## src/rtl/seven_segment_pkg.sv

```systemverilog
// Shared definitions for the seven-segment capture path: segment patterns,
// pattern decode, converter state encoding and output width helper.
package seven_segment_pkg;

  // Active-low segment patterns, bit 7 = a ... bit 1 = g, bit 0 = dp (off).
  localparam logic [7:0] SEG_0 = 8'h03;
  localparam logic [7:0] SEG_1 = 8'h9F;
  localparam logic [7:0] SEG_2 = 8'h25;
  localparam logic [7:0] SEG_3 = 8'h0D;
  localparam logic [7:0] SEG_4 = 8'h99;
  localparam logic [7:0] SEG_5 = 8'h49;
  localparam logic [7:0] SEG_6 = 8'h41;
  localparam logic [7:0] SEG_7 = 8'h1F;
  localparam logic [7:0] SEG_8 = 8'h01;
  localparam logic [7:0] SEG_9 = 8'h09;
  localparam logic [7:0] SEG_A = 8'h11;
  localparam logic [7:0] SEG_B = 8'hC1;
  localparam logic [7:0] SEG_C = 8'h63;
  localparam logic [7:0] SEG_D = 8'h85;
  localparam logic [7:0] SEG_E = 8'h61;
  localparam logic [7:0] SEG_F = 8'h71;

  localparam logic [15:0][7:0] SEG_TABLE = {
    SEG_F, SEG_E, SEG_D, SEG_C, SEG_B, SEG_A, SEG_9, SEG_8,
    SEG_7, SEG_6, SEG_5, SEG_4, SEG_3, SEG_2, SEG_1, SEG_0
  };

  typedef enum logic [1:0] {
    ST_IDLE,
    ST_CONVERT,
    ST_DONE
  } conv_state_t;

  function automatic int data_bits(input bit hex);
    return hex ? 16 : 14;
  endfunction

  // Returns {valid, nibble}; the decimal point is ignored.
  function automatic logic [4:0] seg_decode(input logic [7:0] seg, input bit hex);
    logic [4:0] res;
    res = '0;
    for (int n = 0; n < 16; n++) begin
      if ((hex || n < 10) && ((seg | 8'h01) == SEG_TABLE[n])) begin
        res = {1'b1, 4'(n)};
      end
    end
    return res;
  endfunction

endpackage

```

## src/rtl/seven_segment_capture_bcd_to_binary.sv

```systemverilog
// Packed-BCD to binary converter (inverse of double_dabble). In hex mode the
// four nibbles are passed straight through as the result.
module bcd_to_binary
  import seven_segment_pkg::*;
#(
  parameter bit HEX       = 1'b0,
  parameter int DATA_BITS = 14
) (
  input  logic                 clk,
  input  logic                 reset,
  input  logic [15:0]          bcd_in,
  input  logic                 bcd_valid,
  output logic                 ready,
  output logic [DATA_BITS-1:0] data_out,
  output logic                 data_out_valid
);

  conv_state_t     state;
  logic [3:0][3:0] bcd_q;
  logic [13:0]     acc;
  logic [13:0]     acc_next;
  logic [1:0]      k;

  // acc*10 + digit; 9999 fits in 14 bits so no overflow handling is needed.
  assign acc_next = (acc << 3) + (acc << 1) + 14'(bcd_q[k]);
  assign ready    = (state == ST_IDLE);

  always_ff @(posedge clk) begin
    if (reset) begin
      state          <= ST_IDLE;
      bcd_q          <= '0;
      acc            <= '0;
      k              <= '0;
      data_out       <= '0;
      data_out_valid <= 1'b0;
    end else begin
      data_out_valid <= 1'b0;
      case (state)
        ST_IDLE: begin
          if (bcd_valid) begin
            bcd_q <= bcd_in;
            acc   <= '0;
            k     <= 2'd3;
            if (HEX) begin
              data_out       <= DATA_BITS'(bcd_in);
              data_out_valid <= 1'b1;
              state          <= ST_DONE;
            end else begin
              state <= ST_CONVERT;
            end
          end
        end
        ST_CONVERT: begin
          acc <= acc_next;
          k   <= k - 2'd1;
          if (k == 2'd0) begin
            data_out       <= DATA_BITS'(acc_next);
            data_out_valid <= 1'b1;
            state          <= ST_DONE;
          end
        end
        ST_DONE: state <= ST_IDLE;
        default: state <= ST_IDLE;
      endcase
    end
  end

endmodule

```

## src/rtl/seven_segment_capture.sv

```systemverilog
// Receive side of a multiplexed four-digit seven-segment display: samples each
// digit after its anode has settled and reports the completed frame value.
module seven_segment_capture
  import seven_segment_pkg::*;
#(
  parameter bit    HEX           = 1'b0,
  parameter int    SETTLE_CYCLES = 4,
  localparam int   DATA_BITS     = data_bits(HEX)
) (
  input  logic                 clk,
  input  logic                 reset,
  input  logic [3:0]           enable,
  input  logic [7:0]           led_out,
  output logic [DATA_BITS-1:0] data_out,
  output logic                 data_out_valid,
  output logic                 digit_error
);

  logic [3:0]      en_q;
  logic [7:0]      seg_q;
  logic [7:0]      settle_cnt;
  logic [3:0]      seen;
  logic [3:0]      seen_next;
  logic [3:0][3:0] digit;
  logic [1:0]      idx;
  logic [4:0]      dec;
  logic            one_cold;
  logic            multi_low;
  logic            strobe;
  logic            conv_ready;
  logic            latch;

  assign one_cold  = $onehot(~en_q);
  assign multi_low = !one_cold && (en_q != 4'hF);
  assign strobe    = one_cold && (settle_cnt == 8'(SETTLE_CYCLES - 1));
  assign dec       = seg_decode(seg_q, HEX);
  assign latch     = conv_ready && (seen == 4'hF);

  always_comb begin
    idx = 2'd0;
    for (int i = 0; i < 4; i++) begin
      if (!en_q[i]) idx = 2'(i);
    end
  end

  // A sample landing in the latch cycle keeps its seen bit for the next frame.
  always_comb begin
    seen_next = latch ? 4'h0 : seen;
    if (strobe) seen_next[idx] = dec[4];
  end

  always_ff @(posedge clk) begin
    if (reset) begin
      en_q        <= 4'hF;
      seg_q       <= 8'hFF;
      settle_cnt  <= '0;
      seen        <= '0;
      digit       <= '0;
      digit_error <= 1'b0;
    end else begin
      en_q  <= enable;
      seg_q <= led_out;
      if (enable != en_q) begin
        settle_cnt <= '0;
      end else if (settle_cnt != 8'(SETTLE_CYCLES)) begin
        settle_cnt <= settle_cnt + 8'd1;
      end
      seen <= seen_next;
      if (strobe && dec[4]) digit[idx] <= dec[3:0];
      // The counter is only zero right after en_q takes a new value.
      digit_error <= (strobe && !dec[4]) || (multi_low && settle_cnt == 8'd0);
    end
  end

  bcd_to_binary #(
    .HEX      (HEX),
    .DATA_BITS(DATA_BITS)
  ) u_conv (
    .clk           (clk),
    .reset         (reset),
    .bcd_in        (digit),
    .bcd_valid     (seen == 4'hF),
    .ready         (conv_ready),
    .data_out      (data_out),
    .data_out_valid(data_out_valid)
  );

endmodule

```

## config.mk

```make
export PLATFORM = sky130hd
export DESIGN_NAME = seven_segment_capture
export DESIGN_NICKNAME = d
export VERILOG_FILES = /design/src/rtl/seven_segment_pkg.sv /design/src/rtl/seven_segment_capture_bcd_to_binary.sv /design/src/rtl/seven_segment_capture.sv
export SDC_FILE = /design/constraint.sdc
export NUM_CORES = 1
export LEC_CHECK = 0
export CAP_MARGIN = 10
export CORE_ASPECT_RATIO = 0.9
export CORE_MARGIN = 8
export CORE_UTILIZATION = 50
export CTS_CLUSTER_SIZE = 16
export DETAILED_ROUTE_END_ITERATION = 10
export PLACE_DENSITY = 0.72
export SLEW_MARGIN = 20
export SYNTH_ARGS = -nofsm -noshare
export SYNTH_HDL_FRONTEND = slang
export SYNTH_SLANG_ARGS = --single-unit
```

## constraint.sdc

```tcl
create_clock -name clk -period 3.5 [get_ports clk]
set_input_delay 0.7 -clock clk [delete_from_list [all_inputs] [get_ports clk]]
set_output_delay 0.7 -clock clk [all_outputs]
set_load 0.01 [all_outputs]
```

# After elaboration in Yosys (flattened, before gate mapping)
# Cells that the tools add are included.
[classes] n_addsub=7 n_mul=0 n_div=0 n_lt_le_gt_ge=3 eq_ne=18 shift=0 n_mux=31 bitwise=2 reduce_logical=21
[ops] operator="two-way mux 5 bit" count=10
[ops] operator="one-hot mux 13 bit (2 select lines)" count=1
[ops] operator="bitwise mux 16 bit" count=1
[ops] operator="two-way mux 4 bit" count=4
[ops] operator="adder 14 bit" count=1
[ops] operator="adder 14 x 4 -> 14 bit" count=1
[ops] operator="equality test 7 x 3 -> 1 bit (second input constant)" count=2
[ops] operator="equality test 7 x 6 -> 1 bit (second input constant)" count=2
[ops] operator="equality test 7 bit (second input constant)" count=2
[ops] operator="two-way mux 13 bit" count=1
[ops] operator="two-way mux 2 bit" count=5
[ops] operator="adder 8 x 1 -> 8 bit (second input constant)" count=1
[ops] operator="binary-select mux 4 bit (select 2 bit)" count=1
[ops] operator="demux 4 bit (select 2 bit)" count=1
[ops] operator="equality test 8 x 2 -> 1 bit (second input constant)" count=1
[ops] operator="logical NOT 8 bit" count=1
[ops] operator="!= test 8 x 3 -> 1 bit (second input constant)" count=1
[ops] operator="one-hot mux 2 bit (2 select lines)" count=2
[ops] operator="AND reduction 2 bit" count=4
[ops] operator="equality test 7 x 1 -> 1 bit (second input constant)" count=1
[ops] operator="equality test 7 x 4 -> 1 bit (second input constant)" count=1
[ops] operator="equality test 7 x 5 -> 1 bit (second input constant)" count=1
[ops] operator="logical AND 1 bit" count=7
[ops] operator="logical NOT 7 bit" count=1
[ops] operator="21 further kinds" count=29
[word_totals] regBits=89 latch_bits=0 mem_bits_rw=0 romBits=0 inputBits=14 output_inout_bits=16 elab_cells=100 mem_count=0

# Logic depth before layout (Yosys ltp)
[depth] depth_word=14 mapped_depth=11 ltp_nobuf=10

# Hierarchy
# From an unflattened synthesis, not the netlist that was laid out.
[hier_totals] cells_unflattened=506 hier_area_um2=4508.1
[modules_own_cells] module="bcd_to_binary" n_inst=1 cells_each=302 area_per_inst_um2=2605.0 seq_area_each_um2=960.9
[modules_own_cells] module="seven_segment_capture" n_inst=1 cells_each=204 area_per_inst_um2=1903.1 seq_area_each_um2=800.8

# Worst setup path after synthesis
# OpenSTA, ideal clock, no wires.
[synth_timing] kind="reg2reg" from="register u_conv.k[0]" to="register u_conv.data_out[12]" arrival_time_ns=3.237 t_required_ns=3.440 path_slack_ns=0.203 path_stages_with_launch=11 n_path_buf=1 synth_period_minus_slack_ns=3.297 path_cell_list="dfxtp_1 > clkbuf_1 > mux4_2 > inv_1 > fa_1 > fa_1 > nor2b_1 > o2111ai_1 > a211o_1 > a2111oi_0 > a311o_1"
[synth_via] elab_chain_len=3 elab_cells_between_ends=5 classes_between="add/sub (1); mux (2); reduce/logical (2)"
[synth_lines] element="start: declaration" line_no="seven_segment_capture_bcd_to_binary.sv:22" source="logic [1:0] k;"
[synth_lines] element="start signal: assignment" line_no="seven_segment_capture_bcd_to_binary.sv:55" source="k <= k - 2'd1;"
[synth_lines] element="binary-select mux 4 bit (select 2 bit)" line_no="seven_segment_capture_bcd_to_binary.sv:25" source="assign acc_next = (acc << 3) + (acc << 1) + 14'(bcd_q[k]);"
[synth_lines] element="two-way mux 4 bit (not written as such)" line_no="seven_segment_capture_bcd_to_binary.sv:25"
[synth_lines] element="adder 14 x 4 -> 14 bit" line_no="seven_segment_capture_bcd_to_binary.sv:25"
[synth_lines] element="end signal: assignment" line_no="seven_segment_capture_bcd_to_binary.sv:45" source="data_out <= DATA_BITS'(bcd_in);"
[synth_lines] element="end signal: assignment" line_no="seven_segment_capture_bcd_to_binary.sv:57" source="data_out <= DATA_BITS'(acc_next);"
[synth_lines] element="end: declaration" line_no="seven_segment_capture_bcd_to_binary.sv:14" source="output logic [DATA_BITS-1:0] data_out,"
# Parallel ways exist; a longest one is shown, timed or not. The select of a mux whose other input is x is not followed.
# A chain may end at the register's enable or synchronous reset.

# Final worst setup path
[layout_timing] from="register en_q[0]" to="register digit[1] (netlist name)"
[layout_via] elab_chain_len=6
[layout_lines] element="start: declaration" line_no="seven_segment_capture.sv:19" source="logic [3:0] en_q;"
[layout_lines] element="start signal: assignment" line_no="seven_segment_capture.sv:61" source="en_q <= enable;"
[layout_lines] element="NOT 4 bit" line_no="seven_segment_capture.sv:33" source="assign one_cold = $onehot(~en_q);"
[layout_lines] element="adder 1 x 1 -> 2 bit (not written as such)" line_no="seven_segment_capture.sv:33"
[layout_lines] element="adder 2 x 2 -> 3 bit (not written as such)" line_no="seven_segment_capture.sv:33"
[layout_lines] element="equality test 3 x 1 -> 1 bit" line_no="seven_segment_capture.sv:33"
[layout_lines] element="logical AND 1 bit" line_no="seven_segment_capture.sv:35" source="assign strobe = one_cold && (settle_cnt == 8'(SETTLE_CYCLES - 1));"
[layout_lines] element="logical AND 1 bit" line_no="seven_segment_capture.sv:69" source="if (strobe && dec[4]) digit[idx] <= dec[3:0];"
[layout_lines] element="end signal: indexed assignment" line_no="seven_segment_capture.sv:69"
[layout_lines] element="end: declaration" line_no="seven_segment_capture.sv:24" source="logic [3:0][3:0] digit;"
# No other way between the ends.

==> flow_metrics.py <==
metrics = {
    "clock_network": {
        "post_cts_resized": 0,
        "clkTransAtPathRegs_ps": 90,
        "cts_made_buffers": 9,
        "root_buffer": "clkbuf_8",
        "cts_buffer_depth": 2,
        "cts_max_level": 3,
        "clock-sinks": 88,
        "cts_setup_buffers": 0,
        "worstSkewPairLatency_ps": 350,
        "cts_tree": "done",
        "cts_hold_buffers": 0,
    },
    "sta": {
        "max_freq_ghz": 0.307,
        "fin_crit_ps": 3260,
        "worstMarginPinSlew_ps": 812,
        "setup_viol": 0,
        "post-route-period-util": 0.932,
        "finalSetupTns_ps": 0,
        "drv_slew": 0,
        "relSlewSlack": 0.457,
        "finClkSkew_ps": 8.93,
        "hold_viol_final": 0,
        "rsz0062_at_grt": "no",
    },
    "place": {
        "port_buffers": 28,
        "place_congestion": 0.856,
        "dp_hpwl_um": 6500,
    },
    "layout": {
        "fin_util": 0.587,
        "multi_input_area_um2": 2430,
        "drive_gt1_frac": 0.113,
        "fill_cells": 776,
        "final-seq-area_um2": 1760,
        "area_growth_pct": 14.3,
        "n_antenna_cell": 0,
        "fin_nets": 565,
    },
    "status": {
        "status": "finished clean",
    },
    "route": {
        "drt_wl_total_um": 9150,
        "first_pass_iters": 4,
        "drc": 0,
        "ant_nets": 0,
        "num_vias": 3555,
        "avgRoutedWirePerCell_um": 14.2,
        "drtIter0Drc": 196,
        "via_per_inst": 5.53,
    },
    "synthesis": {
        "syn_inst": 496,
        "synth_edf_count": 0,
        "netlist_area_um2": 4380,
        "async_flop_share": 0,
        "synth.distinct_cells": 60,
        "synthMostInstantiatedCell": "dfxtp_1",
        "syn_nets": 541,
        "ys_seq_area_frac": 0.402,
        "synth_area_leader_cell": "dfxtp_1",
        "ys_ff_latch": 88,
        "ys.warnings.count": 0,
        "syn_area_per_cell_um2": 8.83,
        "synth_area_leaders": "dfxtp_1, ha_1, a21oi_1",
        "synth_flop_cell": "dfxtp_1",
        "yosys-top-cells-count": "dfxtp_1, nand2_1, a21oi_1",
        "synth_top_area_frac": 0.402,
    },
    "floorplan": {
        "fp.dieW_um": 115,
        "rows": 32,
        "start_util": 0.513,
        "ioPinCount": 30,
        "core-area_um2": 8530,
        "dieArea_um2": 12000,
        "die_h_um": 105,
    },
    "hold_path": {
        "hold_class": "reg -> reg",
    },
    "worst_setup_path": {
        "worst_setup_path_start_kind": "flip-flop",
        "path_class": "reg -> reg",
        "required_ps": 3730,
        "endpoint_kind": "flip-flop",
        "cp.arrival_ps": 3490,
        "crit_fanout": 10,
    },
    "grt": {
        "grt_overflow": 0,
        "antenna_found_initial": 0,
        "grt_pass1_wl_um": 16300,
        "grt_pass1_vias": 3605,
        "grt_util_all_layers": 0.163,
        "grt_max_degree": 51,
    },
    "power": {
        "p_leak_nw": 1.86,
        "irDropWorstVdd_uv": 176,
        "p_per_area_nw_per_um2": 359,
    },
    "flow_run": {
        "maxCapViolations": 0,
    },
}
layout by cell type (no fill, tap or decap), types with 3 or more instances in the layout:
cell,instances
nand3_1,21
clkdlybuf4s50_1,27
nor4_1,3
nor3_1,8
or2_0,3
or3_1,3
buf_4,8
o32ai_1,9
fa_1,3
xor2_1,6
a211o_1,3
clkbuf_8,10
or4_1,3
xnor2_1,11
nand3b_1,7
nor3b_1,3
and3_1,6
or2_2,15
inv_1,28
o31ai_1,4
nand2_1,64
mux4_2,4
a211oi_1,5
a21oi_1,49
nand2b_1,6
o21ai_0,7
ha_1,28
nor2_1,28
nor2b_1,4
a31oi_1,4
a311oi_1,4
dfxtp_1,87
area by class of cell:
type | count | share of cell area
inverter | 28 | 0.0210
clock inverter | 5 | 0.0115
multi-input combinational | 356 | 0.485
clock buffer | 10 | 0.0275
timing repair buffer | 37 | 0.0725
sequential | 88 | 0.352
tap | 119 | 0.0298
per-stage QoR:
step | std cells | hold WS, ps | setup slack (ps) | cell area (um^2) | power (mW)
2_1_floorplan | 496 | 427 | 203 | 4380 | 1.09
3_3_place_gp | 627 | 438 | 244 | 4770 | 1.12
3_5_place_dp | 627 | 444 | 203 | 4770 | 1.12
4_1_cts | 642 | 458 | 176 | 4970 | 1.82
5_1_grt | 643 | 474 | 72.8 | 5000 | 1.87
6_report | 643 | 456 | 239 | 5000 | 1.80
path summary, 6_finish.rpt:
kind                                                   endpoint                       startpoint  slack, ps  depth (start not counted)
worst min-delay path            u_conv.data_out[5]$_SDFFE_PP0P_  u_conv.data_out[5]$_SDFFE_PP0P_        460                          2
worst max register to register            digit[1]$_SDFFE_PP0P_               en_q[0]$_SDFF_PP1_        240                          9
worst max-delay path                      digit[1]$_SDFFE_PP0P_               en_q[0]$_SDFF_PP1_        240                          9
worst min register to register  u_conv.data_out[5]$_SDFFE_PP0P_  u_conv.data_out[5]$_SDFFE_PP0P_        460                          2
where the power goes:
| group | total (mW) | internal (mW) | switching [mW] | leakage [nW] |
|---|---|---|---|---|
| sequential | 1.02 | 1.01 | 0.0107 | 0.713 |
| clock | 0.701 | 0.346 | 0.355 | 0.102 |
| combinational | 0.0750 | 0.0364 | 0.0386 | 1.05 |
routing by layer:
layer / part of all wire / global-route usage / wire length (um) / vias up
li1: - / - / - / 1818
met1: 0.44 / 0.192 / 4050 / 1676
met2: 0.51 / 0.282 / 4640 / 50
met3: 0.037 / 0.0455 / 341 / 11
met4: 0.012 / 0.0465 / 111 / 0
met5: 0 / 0 / 0 / -
critical path, stage by stage, from the launching register on:
cell     delay (ps)
dfxtp_1         350
fa_1            540
inv_1            40
ha_1            170
ha_1            260
or3b_2          480
or4_4           550
or3_4           410
a21oi_1         230
o32ai_1         110
cells by family (layout without fill, tap and decap cells):
kind of cell    after synthesis  in the layout  share of synthesized area
fa+ha+maj                    31             31                     0.0937
simple gates                191            191                      0.228
buf+inv                      52             80                     0.0463
xor+xnor                     17             17                     0.0340
mux                           5              5                     0.0229
flops                        88             88                      0.402
compound gates              112            112                      0.173
state kept, by name (all words and copies together) (netlist names):
register / cells
digit: 16
u_conv.bcd_q: 16
u_conv.data_out: 14
u_conv.acc: 13
settle_cnt: 8
seg_q: 7
en_q: 4
seen: 4
u_conv.k: 2
u_conv.state: 2
digit_error: 1
u_conv.data_out_valid: 1
Power figures use the tool's default switching activity.
